`src/rtl/logic_l2_feed.sv`:
```
// logic_l2_feed
// ------------------------------------------------------------------------------
// Feeder stage for logic_l3. Bursty, valid-qualified words are collected in a
// small FIFO. The FIFO drains at most one word per cycle onto a data bus. On
// every cycle that does not drain, the bus carries all zeros, because logic_l3
// adds its input on every cycle. The block also reports the fill level, a count
// of drained words, and a sticky overflow flag.
//
// Ports
//   ib_clk       in   1                  clock, rising edge
//   ib_rst       in   1                  synchronous reset, active-high
//   ivG_data     in   PAR_DATA_BITS      upstream word
//   ib_valid     in   1                  ivG_data valid this cycle
//   ob_ready     out  1                  FIFO can accept a word (level != DEPTH)
//   ib_hold      in   1                  suppress draining while high
//   ovG_data     out  PAR_DATA_BITS      drained word, else all zeros
//   ob_valid     out  1                  ovG_data carries a drained word
//   ovG_level    out  PAR_DEPTH_LOG2+1   registered FIFO occupancy, 0..DEPTH
//   ovG_count    out  16                 drained words, modulo 2^16
//   ob_overflow  out  1                  sticky: word offered while full
// ------------------------------------------------------------------------------
module logic_l2_feed #(
  parameter int PAR_DATA_BITS  = 8,
  parameter int PAR_DEPTH_LOG2 = 2
) (
  input  logic                      ib_clk,
  input  logic                      ib_rst,
  input  logic [PAR_DATA_BITS-1:0]  ivG_data,
  input  logic                      ib_valid,
  output logic                      ob_ready,
  input  logic                      ib_hold,
  output logic [PAR_DATA_BITS-1:0]  ovG_data,
  output logic                      ob_valid,
  output logic [PAR_DEPTH_LOG2:0]   ovG_level,
  output logic [15:0]               ovG_count,
  output logic                      ob_overflow
);

  localparam int DEPTH = 1 << PAR_DEPTH_LOG2;
  localparam logic [PAR_DEPTH_LOG2:0]   LEVEL_FULL = (PAR_DEPTH_LOG2+1)'(DEPTH);
  localparam logic [PAR_DEPTH_LOG2:0]   LEVEL_ONE  = (PAR_DEPTH_LOG2+1)'(1);
  localparam logic [PAR_DEPTH_LOG2-1:0] PTR_ONE    = PAR_DEPTH_LOG2'(1);

  // Storage. The contents are intentionally left untouched by reset. Stale
  // entries are never read, because level gates every drain.
  logic [PAR_DATA_BITS-1:0] mem [DEPTH];

  logic [PAR_DEPTH_LOG2-1:0] wr_ptr_reg, wr_ptr_next;
  logic [PAR_DEPTH_LOG2-1:0] rd_ptr_reg, rd_ptr_next;
  logic [PAR_DEPTH_LOG2:0]   level_reg, level_next;
  logic [PAR_DATA_BITS-1:0]  data_reg, data_next;
  logic                      valid_reg, valid_next;
  logic [15:0]               count_reg, count_next;
  logic                      overflow_reg, overflow_next;

  logic accept;
  logic drain;

  // Ready depends only on the registered level. A full FIFO therefore refuses
  // a word even in a cycle where it also drains one.
  assign ob_ready = (level_reg != LEVEL_FULL);
  assign accept   = ib_valid && ob_ready;
  assign drain    = (level_reg != '0) && !ib_hold;

  // Next-state logic
  always_comb begin
    wr_ptr_next   = wr_ptr_reg;
    rd_ptr_next   = rd_ptr_reg;
    level_next    = level_reg;
    data_next     = '0;
    valid_next    = 1'b0;
    count_next    = count_reg;
    overflow_next = overflow_reg;

    if (accept) begin
      wr_ptr_next = wr_ptr_reg + PTR_ONE;
    end

    // A non-drain cycle leaves data_next at zero, so the accumulator adds +0.
    if (drain) begin
      data_next   = mem[rd_ptr_reg];
      valid_next  = 1'b1;
      rd_ptr_next = rd_ptr_reg + PTR_ONE;
      count_next  = count_reg + 16'd1;
    end

    case ({accept, drain})
      2'b10:   level_next = level_reg + LEVEL_ONE;
      2'b01:   level_next = level_reg - LEVEL_ONE;
      default: level_next = level_reg;
    endcase

    if (ib_valid && !ob_ready) begin
      overflow_next = 1'b1;
    end
  end

  // Array write (no reset; the pointers alone define which entries are live)
  always_ff @(posedge ib_clk) begin
    if (!ib_rst && accept) begin
      mem[wr_ptr_reg] <= ivG_data;
    end
  end

  // State and output registers
  always_ff @(posedge ib_clk) begin
    if (ib_rst) begin
      wr_ptr_reg   <= '0;
      rd_ptr_reg   <= '0;
      level_reg    <= '0;
      data_reg     <= '0;
      valid_reg    <= 1'b0;
      count_reg    <= '0;
      overflow_reg <= 1'b0;
    end else begin
      wr_ptr_reg   <= wr_ptr_next;
      rd_ptr_reg   <= rd_ptr_next;
      level_reg    <= level_next;
      data_reg     <= data_next;
      valid_reg    <= valid_next;
      count_reg    <= count_next;
      overflow_reg <= overflow_next;
    end
  end

  assign ovG_data    = data_reg;
  assign ob_valid    = valid_reg;
  assign ovG_level   = level_reg;
  assign ovG_count   = count_reg;
  assign ob_overflow = overflow_reg;

endmodule

```
`config.mk`:
```
export PLATFORM = sky130hd
export DESIGN_NAME = logic_l2_feed
export DESIGN_NICKNAME = d
export VERILOG_FILES = /design/src/rtl/logic_l2_feed.sv
export SDC_FILE = /design/constraint.sdc
export NUM_CORES = 1
export LEC_CHECK = 0
export BUFFER_PORTS_ARGS = -buffer_cell sky130_fd_sc_hd__buf_2
export CAP_MARGIN = 5
export CELL_PAD_IN_SITES_DETAIL_PLACEMENT = 1
export CELL_PAD_IN_SITES_GLOBAL_PLACEMENT = 1
export CORE_UTILIZATION = 30
export CTS_CLUSTER_DIAMETER = 150
export DETAILED_ROUTE_END_ITERATION = 12
export PLACE_DENSITY_LB_ADDON = 0.1
export SLEW_MARGIN = 20
export SYNTH_ARGS = -nofsm -noshare
export SYNTH_HDL_FRONTEND = slang
export SYNTH_SLANG_ARGS = --single-unit
export TNS_END_PERCENT = 20
```
`constraint.sdc`:
```
create_clock -name ib_clk -period 2.6 [get_ports ib_clk]
set_input_delay 0.52 -clock ib_clk [delete_from_list [all_inputs] [get_ports ib_clk]]
set_output_delay 0.52 -clock ib_clk [all_outputs]
set_load 0.02 [all_outputs]
```
Word-level counts from Yosys, hierarchy flattened
Memories as Yosys holds them, arrays and structs flattened. A register that Yosys moved wholly into a read port is not among the register bits.
Index checks and enable logic that the tools add are counted.
- input bits: 12
- output and inout port bits: 30
- memory bits (writable): 32
- memories kept: 1
- register bits: 25
- word-level logic and storage cells: 30
- equality and inequality tests: 3
- add/sub/neg operators: 5
- multiplexer cells: 4
- bitwise gates (word level): 1
- reduce and logical (&&, ||, !) cells: 10
- memories (name ; words ; width ; read ports ; clocked after memory_dff ; wr ports ; line ; source):
    mem ; 4 ; 8 ; 1 ; 1 ; 1 ; 46 ; logic [PAR_DATA_BITS-1:0] mem [DEPTH];
- operators with widths (cell ; count):
    16-bit by 1-bit adder with 16-bit output (second input constant) ; 1
    3-bit one-hot mux with 2 select lines ; 1
    2-bit by 1-bit adder with 2-bit output (second input constant) ; 2
    1-bit logical AND ; 4
    3-bit by 1-bit adder with 3-bit output (second input constant) ; 1
    1-bit zero test ; 3
    1-bit 2-to-1 mux ; 3
    3-bit != test (second input constant) ; 1
    3-bit nonzero test ; 1
    3-bit by 1-bit subtractor with 3-bit output (second input constant) ; 1
    2-bit by 1-bit equality test with 1-bit output (second input constant) ; 1
    2-bit equality test (second input constant) ; 1
    2-bit nonzero test ; 1
    2-bit OR reduction ; 1
    1-bit inverter ; 1

Logic depth before layout (Yosys ltp)
Gate-level depths: netlist (run 1).
- depth after elaboration: 5
- depth in mapped cells: 8
- mapped depth without buffers: 7

Least setup slack after synthesis (run 1)
No wires, ideal clock.
- path type: reg-to-reg
- start point: register level_reg[0] (netlist: ovG_level[0])
- end point: register level_reg[2] (netlist: ovG_level[2])
- arrival: 2.327 ns
- cell stages (with the launch flop): 9
- path buffers: 1
- required time: 2.530 ns
- slack: 0.203 ns
- cells stage by stage: dfxtp_1 > nor3_1 > buf_2 > nor2_1 > ha_1 > fa_1 > xnor2_1 > or3_1 > a21oi_1
- word-level cells in the longest chain between the ends: 4
- elaborated cells on any way between the ends: 10
- those cells by class: 2 x add/sub; 3 x eq/ne; 1 x mux; 4 x reduce/logical
- ends and longest elaborated chain (what ; line ; source):
    from (decl) ; 50 ; logic [PAR_DEPTH_LOG2:0] level_reg, level_next;
    from (signal assigned) ; 118 ; level_reg <= level_next;
    3-bit nonzero test (*) ; 63 ; assign drain = (level_reg != '0) && !ib_hold;
    1-bit logical AND (*) ; 63 ;
    via drain ; 57 ; logic drain;
    2-bit by 1-bit equality test with 1-bit output / 2-bit equality test (equally long branches) ; 87 ; case ({accept, drain})
    3-bit one-hot mux with 2 select lines / 2-bit nonzero test (equally long branches) ; - ;
The timed path passes the listed nets; every way through them passes the cells marked *.
A chain may end at the register's enable or synchronous reset.

Worst setup path in the final report (run 1)
- start point: register level_reg[2] (netlist: ovG_level[2])
- end point: register level_reg[2] (netlist: ovG_level[2])
- word-level cells in the longest chain between the ends: 4
- elaborated cells on any way between the ends: 10
- those cells by class: 2 x add/sub; 3 x eq/ne; 1 x mux; 4 x reduce/logical
- ends and longest elaborated chain (what ; line):
    3-bit != test / 3-bit nonzero test (equally long branches) ; 61, 63
    1-bit logical AND, on equally long branches ; 62, 63
    2-bit by 1-bit equality test with 1-bit output / 2-bit equality test (equally long branches) ; 87
    3-bit one-hot mux with 2 select lines / 2-bit nonzero test (equally long branches) ; -
Parallel ways exist; a longest one is shown, timed or not.

==> impl_metrics.tcl, run 1 <==
set metrics [dict create \
    status "complete, no violations" \
    fin_ws_ns 0.549 \
    slowest_delay_ns 0.49 \
    slowest_stage "or3b_2" \
    dp_hpwl_um 3320 \
    htreeDepth 3 \
    ctsHoldBuffers 0 \
    crit_fanout 6 \
    vdd_drop_max_v 0.000366 \
    grt_max_degree 21 \
    area_delta_synth_final_pct 20.7 \
    drv_cap 0 \
    antenna_cells 0 \
    core-area_mm2 0.00826 \
    root_buffer "clkbuf_8" \
    finalHoldViolations 0 \
    path_buf_inv 0 \
    finalCritPeriodShare_pct 78.9 \
    finalSetupTns_ns 0 \
    period_needed_ns 2.05 \
    clkSinkCount 65 \
    syn_inst 192 \
    finalWirelength_um 4950 \
    drive_above_1_share_pct 30.6 \
    synthesis.area_mm2 0.00257 \
    clkTransAtPathRegs_ns 0.08 \
    cts_tree "yes" \
    die-area_mm2 0.00894 \
    num_vias 1586 \
    ant_nets 0 \
    yosys.cell_types.count 33 \
    die_w_um 94.6 \
    arrival_ns 2.34 \
    maxSlewHeadroom_pct 55.5 \
    io_pins 42 \
    min_from "ivG_data[4]" \
    worstMarginPinSlew_ns 0.666 \
    clockBufferDepth 2 \
    grt_pass1_vias 1554 \
    overflow 0 \
    max_freq_mhz 487 \
    start_util_pct 31.1 \
    first_pass_iters 4 \
    syn-num-nets 211 \
    hold_class "primary input to flop" \
    synth_edf_count 32 \
    die_h_um 94.6 \
    avgSynthCellArea_um2 13.4 \
    final-setup-viol-count 0 \
    maxSlewViolCount 0 \
    yosysWarningCount 0 \
    ys.flop_type "dfxtp_1" \
    worstRegToRegCells 7 \
    regToRegStartpoint "ovG_level[2]" \
    first_iter_violations 35 \
    powerDensity_mw_per_mm2 884 \
    p_leak_uw 0.00118 \
    grtUsageTotal_pct 12.4 \
    hold_slack_ns 0.390 \
    critical-path-top-delay-family "simple AND/OR/NAND/NOR gates" \
    dp_slack_ns 0.522 \
    clk_latency_ns 0.35 \
    crit_path_start_kind "flop" \
    required_ns 2.89 \
    rsz0062_at_grt "false" \
    wl_per_cell_um 14.1 \
    largest_reg_flops 32 \
    ys_seq_area_share_pct 63.1 \
    cts_setup_buffers 0 \
    row_count 33 \
    reg2reg_to "ovG_level[2]" \
    cts_made_buffers 9 \
    largest_register "mem" \
    antenna_found_initial 0 \
    hold_depth 1 \
    synth-async-reset-ratio_pct 0 \
    endpoint_kind "flop" \
    grt_pass1_wl_um 8020 \
    post_cts_resized 0 \
    crit_chain "or3b_2 > nand2_1 > ha_1 > fa_1 > xnor2_1 > or3_1 > a21oi_1" \
    via_per_inst 4.53 \
    crit_type "flop to flop" \
    drcViolationCount 0 \
    port_buffers 41 \
    routabilityCongestion 0.688 \
    final_nets 259 \
    ys_ff_latch 65 \
    reg2reg_slack_ns 0.55 \
    finalClockSkew_ns 0.00802 \
    holdPathEnd "mem[2][4]" \
]
==> power breakdown <==
group / switching (uW) / internal [uW]
Clock: 431 / 451
Combinational: 311 / 271
Sequential: 109 / 1170
Total: 851 / 1890
==> synthesized netlist by cell type, types with 3 or more instances <==
library cell	number	area, um^2
a21oi_1	6	30.0
and2_1	5	31.3
buf_1	3	11.3
dfxtp_1	33	661
edfxtp_1	32	961
ha_1	6	75.1
inv_1	4	15.0
mux4_2	8	180
nand2_1	5	18.8
nand3_1	7	35.0
nor2_1	21	78.8
nor2b_1	10	62.6
nor3_1	5	25.0
nor3b_1	3	22.5
o21ai_0	4	20.0
or3_1	3	18.8
xnor2_1	13	114
==> through the flow <==
| step | cells | power (uW) | util (%) | instance area, um^2 |
|---|---|---|---|---|
| after floorplan | 192 | 1710 | - | 2570 |
| after global placement | 334 | 1890 | 35.1 | 2900 |
| after detailed placement | 334 | 1900 | 35.1 | 2900 |
| after CTS | 350 | 2790 | 37.6 | 3100 |
| after global routing | 350 | 2910 | 37.6 | 3100 |
| final | 350 | 2740 | 37.6 | 3100 |
==> worst register-to-register path, cell delays in order, from the launching register on <==
cell and delay, ns:
dfxtp_1 0.41, or3b_2 0.49, nand2_1 0.16, ha_1 0.22
fa_1 0.19, xnor2_1 0.08, or3_1 0.31, a21oi_1 0.14
==> logic make-up (layout without fill, tap and decap cells) <==
family,after synthesis,count (layout),synth area share (%)
buffers and inverters,11,64,1.70
flip-flops,65,65,63.1
AND/OR/NAND/NOR,71,71,15.6
AO/OA/AOI/OAI,12,12,2.53
adder cells (fa/ha/maj),7,7,3.70
multiplexers,11,11,8.28
XOR/XNOR,15,15,5.11
==> metal layers <==
metal / vias to the layer above / global-route usage (%) / part of all wire (%) / wire length, um
met5: - / 0 / 0 / 0
li1: 786 / - / - / -
met4: 0 / 8.33 / 2.8 / 140
met3: 11 / 3.30 / 3.8 / 187
met1: 762 / 16.6 / 50 / 2450
met2: 27 / 17.6 / 44 / 2170
==> placed cells by master, fill, tap and decap left out <==
cell type  netlist  final
a31oi_1          1      1
dfxtp_1         33     33
clkinv_4         0      4
nor4b_1          2      2
nand2_1          5      5
nand4_1          2      2
bufinv_16        0      1
edfxtp_1        32     32
or3_4            1      1
nor3b_1          3      3
nand3b_4         1      1
nor4_1           2      2
nor3_1           5      5
and2_1           5      5
or3_2            1      1
and4_1           1      1
nor2b_1         10     10
mux2_2           2      2
clkbuf_8         0      9
inv_6            0      1
or3_1            3      3
a21oi_1          6      6
inv_1            4      4
o41ai_1          1      1
ha_1             6      6
or3b_2           2      2
xnor2_1         13     13
nand3_1          7      7
o21ai_0          4      4
mux2i_1          1      1
clkinv_2         0      1
buf_4            0      3
mux4_2           8      8
xor2_1           2      2
buf_2            2     41
fa_1             1      1
nor2_1          21     21
==> worst max path at each step <==
stage / endpoint / cells past startpoint / from
floorplan: ovG_level[2] / 8 / ovG_level[0]
global placement: ovG_level[2] / 7 / ib_hold
detailed placement: ovG_level[2] / 7 / ib_hold
CTS: ovG_level[2] / 7 / ovG_level[0]
global route: ovG_level[2] / 7 / ovG_level[2]
finish: ovG_level[2] / 7 / ovG_level[2]
==> cell type report <==
| class | instances | area (um^2) |
|---|---|---|
| Timing Repair Buffer | 44 | 228 |
| Clock buffer | 9 | 124 |
| Clock inverter | 7 | 78.8 |
| Tap cell | 105 | 131 |
| Fill cell | 909 | 5150 |
| Inverter | 4 | 15.0 |
| Sequential cell | 65 | 1620 |
| Multi-Input combinational cell | 116 | 905 |
Power figures use the tool's default switching activity.
==> run 2: changes to the inputs <==
Clock period 2.6 ns to 1.7 ns, I/O delays scaled along.
==> run 2 against run 1 <==
Effect of this change:
- the flow now finishes with violations (setup timing)
- register-to-register slack worse by 0.68 ns
- sequential power up 51%
- count of clock-buffer cells in the layout up 1
- largest cell class unchanged
- largest power group unchanged
==> impl_metrics.tcl, run 2 (synthesized netlist as in run 1, its figures left out) <==
set metrics [dict create \
    drive_above_1_share_pct 42.5 \
    grt_pass1_vias 1772 \
    endpoint_kind "flop" \
    die_h_um 94.6 \
    final_common_cell "buf_2" \
    ant_nets 0 \
    port_buffers 41 \
    grt_pass1_wl_um 8870 \
    arrival_ns 2.10 \
    area_delta_synth_final_pct 34.6 \
    hold_class "primary input to flop" \
    max_freq_mhz 545 \
    die-area_mm2 0.00894 \
    min_from "ib_rst" \
    period_needed_ns 1.84 \
    first_pass_iters 4 \
    final_nets 289 \
    p_leak_uw 0.00135 \
    grtUsageTotal_pct 13.6 \
    fillers 901 \
    path_buf_inv 0 \
    dp_hpwl_um 3760 \
    finalWirelength_um 5340 \
    maxSlewHeadroom_pct 70.2 \
    regToRegStartpoint "ovG_level[2]" \
    slowest_delay_ns 0.36 \
    via_per_inst 4.44 \
    slowest_stage "dfxtp_4" \
    cts_made_buffers 9 \
    crit_chain "nor3_4 > nor2_4 > ha_4 > fa_2 > xnor2_2 > or3_1 > a21oi_1" \
    cp-startpoint "ovG_level[2]" \
    drcViolationCount 0 \
    fin_cells 380 \
    maxSlewViolCount 0 \
    vdd_drop_max_v 0.000507 \
    crit_cells 7 \
    start_util_pct 31.1 \
    clk_latency_ns 0.33 \
    final_cell_mix "40 x buf_2, 32 x edfxtp_1, 29 x buf_4" \
    die_w_um 94.6 \
    htreeDepth 3 \
    rsz0062_at_grt "true" \
    antenna_cells 0 \
    crit_path_start_kind "flop" \
    overflow 0 \
    finalCritPeriodShare_pct 108 \
    clkTransAtPathRegs_ns 0.07 \
    hold_depth 2 \
    drv_cap 0 \
    row_count 33 \
    powerDensity_mw_per_mm2 1290 \
    place_inst 364 \
    antenna_found_initial 0 \
    critical-path-top-delay-family "simple AND/OR/NAND/NOR gates" \
    final-setup-viol-count 3 \
    largest_reg_flops 32 \
    finalClockSkew_ns 0.00793 \
    largest_register "mem" \
    worstRegToRegCells 7 \
    crit_fanout 3 \
    worstMarginPinSlew_ns 0.446 \
    routabilityCongestion 0.677 \
    clockBufferDepth 2 \
    cts_tree "yes" \
    first_iter_violations 37 \
    wl_per_cell_um 14.0 \
    num_vias 1688 \
    finalHoldViolations 0 \
    io_pins 42 \
    clkSinkCount 65 \
    dp_slack_ns -0.141 \
    status "finished with violations" \
    violations "setup timing" \
    crit_type "flop to flop" \
    cts_setup_buffers 0 \
    core-area_mm2 0.00826 \
    required_ns 1.96 \
    fin_ws_ns -0.136 \
    grt_max_degree 26 \
    root_buffer "clkbuf_8" \
]
run 2: cell count changes in the layout (fill, tap and decap cells not counted), moves of 3 or more:
cell,before,now
buf_4,3,29
buf_12,0,5
dfxtp_1,33,28
dfxtp_4,0,4
clkinv_4,4,1
run 2: per-layer routing:
metal  track usage [%]  wire length (um)  up-vias  part of all wire, %
met3              3.14               200        9                  3.7
met4              6.82               109        0                  2.0
met1              18.3              2640      799                   49
met2              20.5              2390       33                   45
met5                 0                 0        -                    0
li1                  -                 -      847                    -
run 2: path summary, 6_finish.rpt:
check,end,slack (ns)
worst max register to register,ovG_level[2],-0.14
worst min register to register,ob_overflow,0.48
worst min-delay path,rd_ptr_reg[0],0.21
worst max-delay path,ovG_level[2],-0.14
run 2: power by group:
group          total, uW  internal, uW  switching, uW
Sequential          1930          1820            114
Clock               1300           683            620
Combinational       1230           627            608
run 2: stage by stage:
| step | hold WS, ns | util, % | cell area (um^2) | total power, uW | setup TNS, ns |
|---|---|---|---|---|---|
| final | 0.211 | 41.9 | 3460 | 4470 | -0.181 |
| after global routing | 0.203 | 41.9 | 3460 | 4750 | -0.391 |
| after CTS | 0.197 | 41.6 | 3440 | 4530 | -0.243 |
| after detailed placement | 0.462 | 39.2 | 3240 | 3190 | -0.230 |
| after global placement | 0.465 | 39.2 | 3240 | 3180 | -0.128 |
| after floorplan | 0.439 | - | 2620 | 2740 | -0.469 |
run 2: area by class of cell:
cell class	instances	area (um^2)	share of cell area, %
Multi-Input combinational cell	116	962	27.8
Timing Repair Buffer	74	518	15.0
Tap cell	105	131	3.80
Inverter	4	15.0	0.434
Sequential cell	65	1640	47.3
Clock inverter	6	67.6	1.95
Clock buffer	10	128	3.69
run 2: worst reg2reg max path, stage by stage (launching register included):
cell     delay [ns]
dfxtp_4        0.36
nor3_4         0.24
nor2_4         0.06
ha_4           0.17
fa_2           0.34
xnor2_2        0.14
or3_1          0.31
a21oi_1        0.14
run 2: what timing repair did:
item	in CTS	in global routing
hold buffers	0	0
endpoints found under the setup margin	3	8
gates resized for setup	2	7
pin swaps	0	3
==> run 3: changes to the inputs <==
Settings changed: BUFFER_PORTS_ARGS -buffer_cell sky130_fd_sc_hd__buf_2 to -buffer_cell sky130_fd_sc_hd__buf_4, SKIP_CTS_REPAIR_TIMING set to 1.
==> run 3 against run 2 <==
Effect of this change:
- the flow still finishes with violations (setup timing)
- via count increased by 2.6%
- final area rose by 2.3%
- global-route usage grew 0.23 points
- largest power group unchanged
==> impl_metrics.tcl, run 3 (synthesized netlist as in run 1, its figures left out) <==
set metrics [dict create \
    htreeDepth 3 \
    min_from "ib_rst" \
    hold_depth 2 \
    wl_per_cell_um 14.4 \
    period_needed_ns 1.86 \
    p_leak_uw 0.00136 \
    largest_register "mem" \
    first_iter_violations 44 \
    clockBufferDepth 2 \
    root_buffer "clkbuf_8" \
    final_cell_mix "67 x buf_4, 32 x edfxtp_1, 28 x dfxtp_1" \
    cts_tree "yes" \
    regArea_mm2 0.00164 \
    die-area_mm2 0.00894 \
    finalCritPeriodShare_pct 109 \
    fin_area_mm2 0.00354 \
    drcViolationCount 0 \
    antenna_found_initial 0 \
    holdPathEnd "wr_ptr_reg[1]" \
    largest_reg_flops 32 \
    maxSlewViolCount 0 \
    start_util_pct 31.1 \
    powerDensity_mw_per_mm2 1270 \
    area_delta_synth_final_pct 37.7 \
    multi_input_area_um2 957 \
    clk_latency_ns 0.34 \
    path_buf_inv 0 \
    violations "setup timing" \
    rsz0062_at_grt "true" \
    hold_class "primary input to flop" \
    ant_nets 0 \
    vdd_drop_max_v 0.000607 \
    critical-path-top-delay-family "simple AND/OR/NAND/NOR gates" \
    die_w_um 94.6 \
    grt_max_degree 25 \
    final-setup-viol-count 3 \
    status "finished with violations" \
    fillers 888 \
    m1WireLength_um 2470 \
    finalHoldViolations 0 \
    max_freq_mhz 538 \
    reg2reg_slack_ns -0.16 \
    finalWirelength_um 5460 \
    num_vias 1732 \
    die_h_um 94.6 \
    final_nets 288 \
    cts_made_buffers 9 \
    port_buffers 41 \
    top_layer "met4" \
    maxSlewHeadroom_pct 69.3 \
    routabilityCongestion 0.739 \
    via_per_inst 4.57 \
    slowest_stage "dfxtp_4" \
    fin_ws_ns -0.160 \
    regToRegStartpoint "ovG_level[0]" \
    dp_hpwl_um 3950 \
    slowest_delay_ns 0.36 \
    io_pins 42 \
    clkSinkCount 65 \
    reg2reg_to "ovG_level[2]" \
    clkTransAtPathRegs_ns 0.07 \
    endpoint_kind "flop" \
    route.met2.wl_um 2700 \
    post-route-util_pct 42.8 \
    finalClockSkew_ns 0.00874 \
    row_count 33 \
    first_pass_iters 4 \
    grt_pass1_wl_um 9080 \
    overflow 0 \
    worstMarginPinSlew_ns 0.460 \
    crit_type "flop to flop" \
    crit_fanout 4 \
    final_common_cell "buf_4" \
    dpl_cell_area_mm2 0.00332 \
    worstRegToRegCells 7 \
    grtUsageTotal_pct 13.8 \
    antenna_cells 0 \
    drive_above_1_share_pct 42.3 \
    core-area_mm2 0.00826 \
    wl_met3_um 232 \
    crit_chain "nor3_4 > nor2_4 > ha_4 > fa_2 > xnor2_1 > or3_1 > a21oi_2" \
    required_ns 1.97 \
    crit_path_start_kind "flop" \
    arrival_ns 2.13 \
    grt_pass1_vias 1849 \
    drv_cap 0 \
]
-- run 3: cell types whose count changed in the layout (fill, tap and decap cells not counted), moves of 2 or more --
cell and delta:
buf_2 -40, buf_4 +38, buf_6 +2, clkinv_2 +2
-- run 3: final cells by class --
type                    count  area share, %
flip-flops and latches     65           46.2
clock inverters             7           1.98
multi-input cells         116           27.1
clock buffers               9           3.50
repair buffers             73           17.1
well taps                 105           3.71
inverters                   4          0.424
-- run 3: per-stage QoR --
step | setup slack [ns] | TNS, ns | instances | hold slack, ns | power, uW
after detailed placement | -0.166 | -0.267 | 363 | 0.471 | 3240
after floorplan | -0.251 | -0.469 | 192 | 0.439 | 2740
final | -0.160 | -0.203 | 379 | 0.195 | 4500
after global placement | -0.104 | -0.122 | 363 | 0.479 | 3210
after CTS | -0.198 | -0.343 | 379 | 0.182 | 4560
after global routing | -0.239 | -0.398 | 379 | 0.172 | 4770
-- run 3: worst max path at each step --
stage	depth (start not counted)	from	end	slack, ns
2_1_floorplan	8	ovG_level[2]	ovG_level[2]	-0.25
3_3_place_gp	7	ovG_level[2]	ovG_level[2]	-0.10
3_5_place_dp	7	ovG_level[2]	ovG_level[2]	-0.17
4_1_cts	7	ovG_level[2]	ovG_level[2]	-0.20
5_1_grt	7	ovG_level[0]	ovG_level[2]	-0.24
6_report	7	ovG_level[0]	ovG_level[2]	-0.16
-- run 3: power by group --
group	switching (uW)	internal (uW)	total (uW)	leakage, uW
sequential	107	1810	1920	0.000561
clock	620	676	1300	0.0000994
combinational	620	665	1290	0.000698
-- run 3: per-layer routing --
layer	global-route usage [%]	vias to the layer above
met1	16.4	851
met3	4.83	5
met5	0	-
met4	3.79	0
li1	-	843
met2	23.7	33
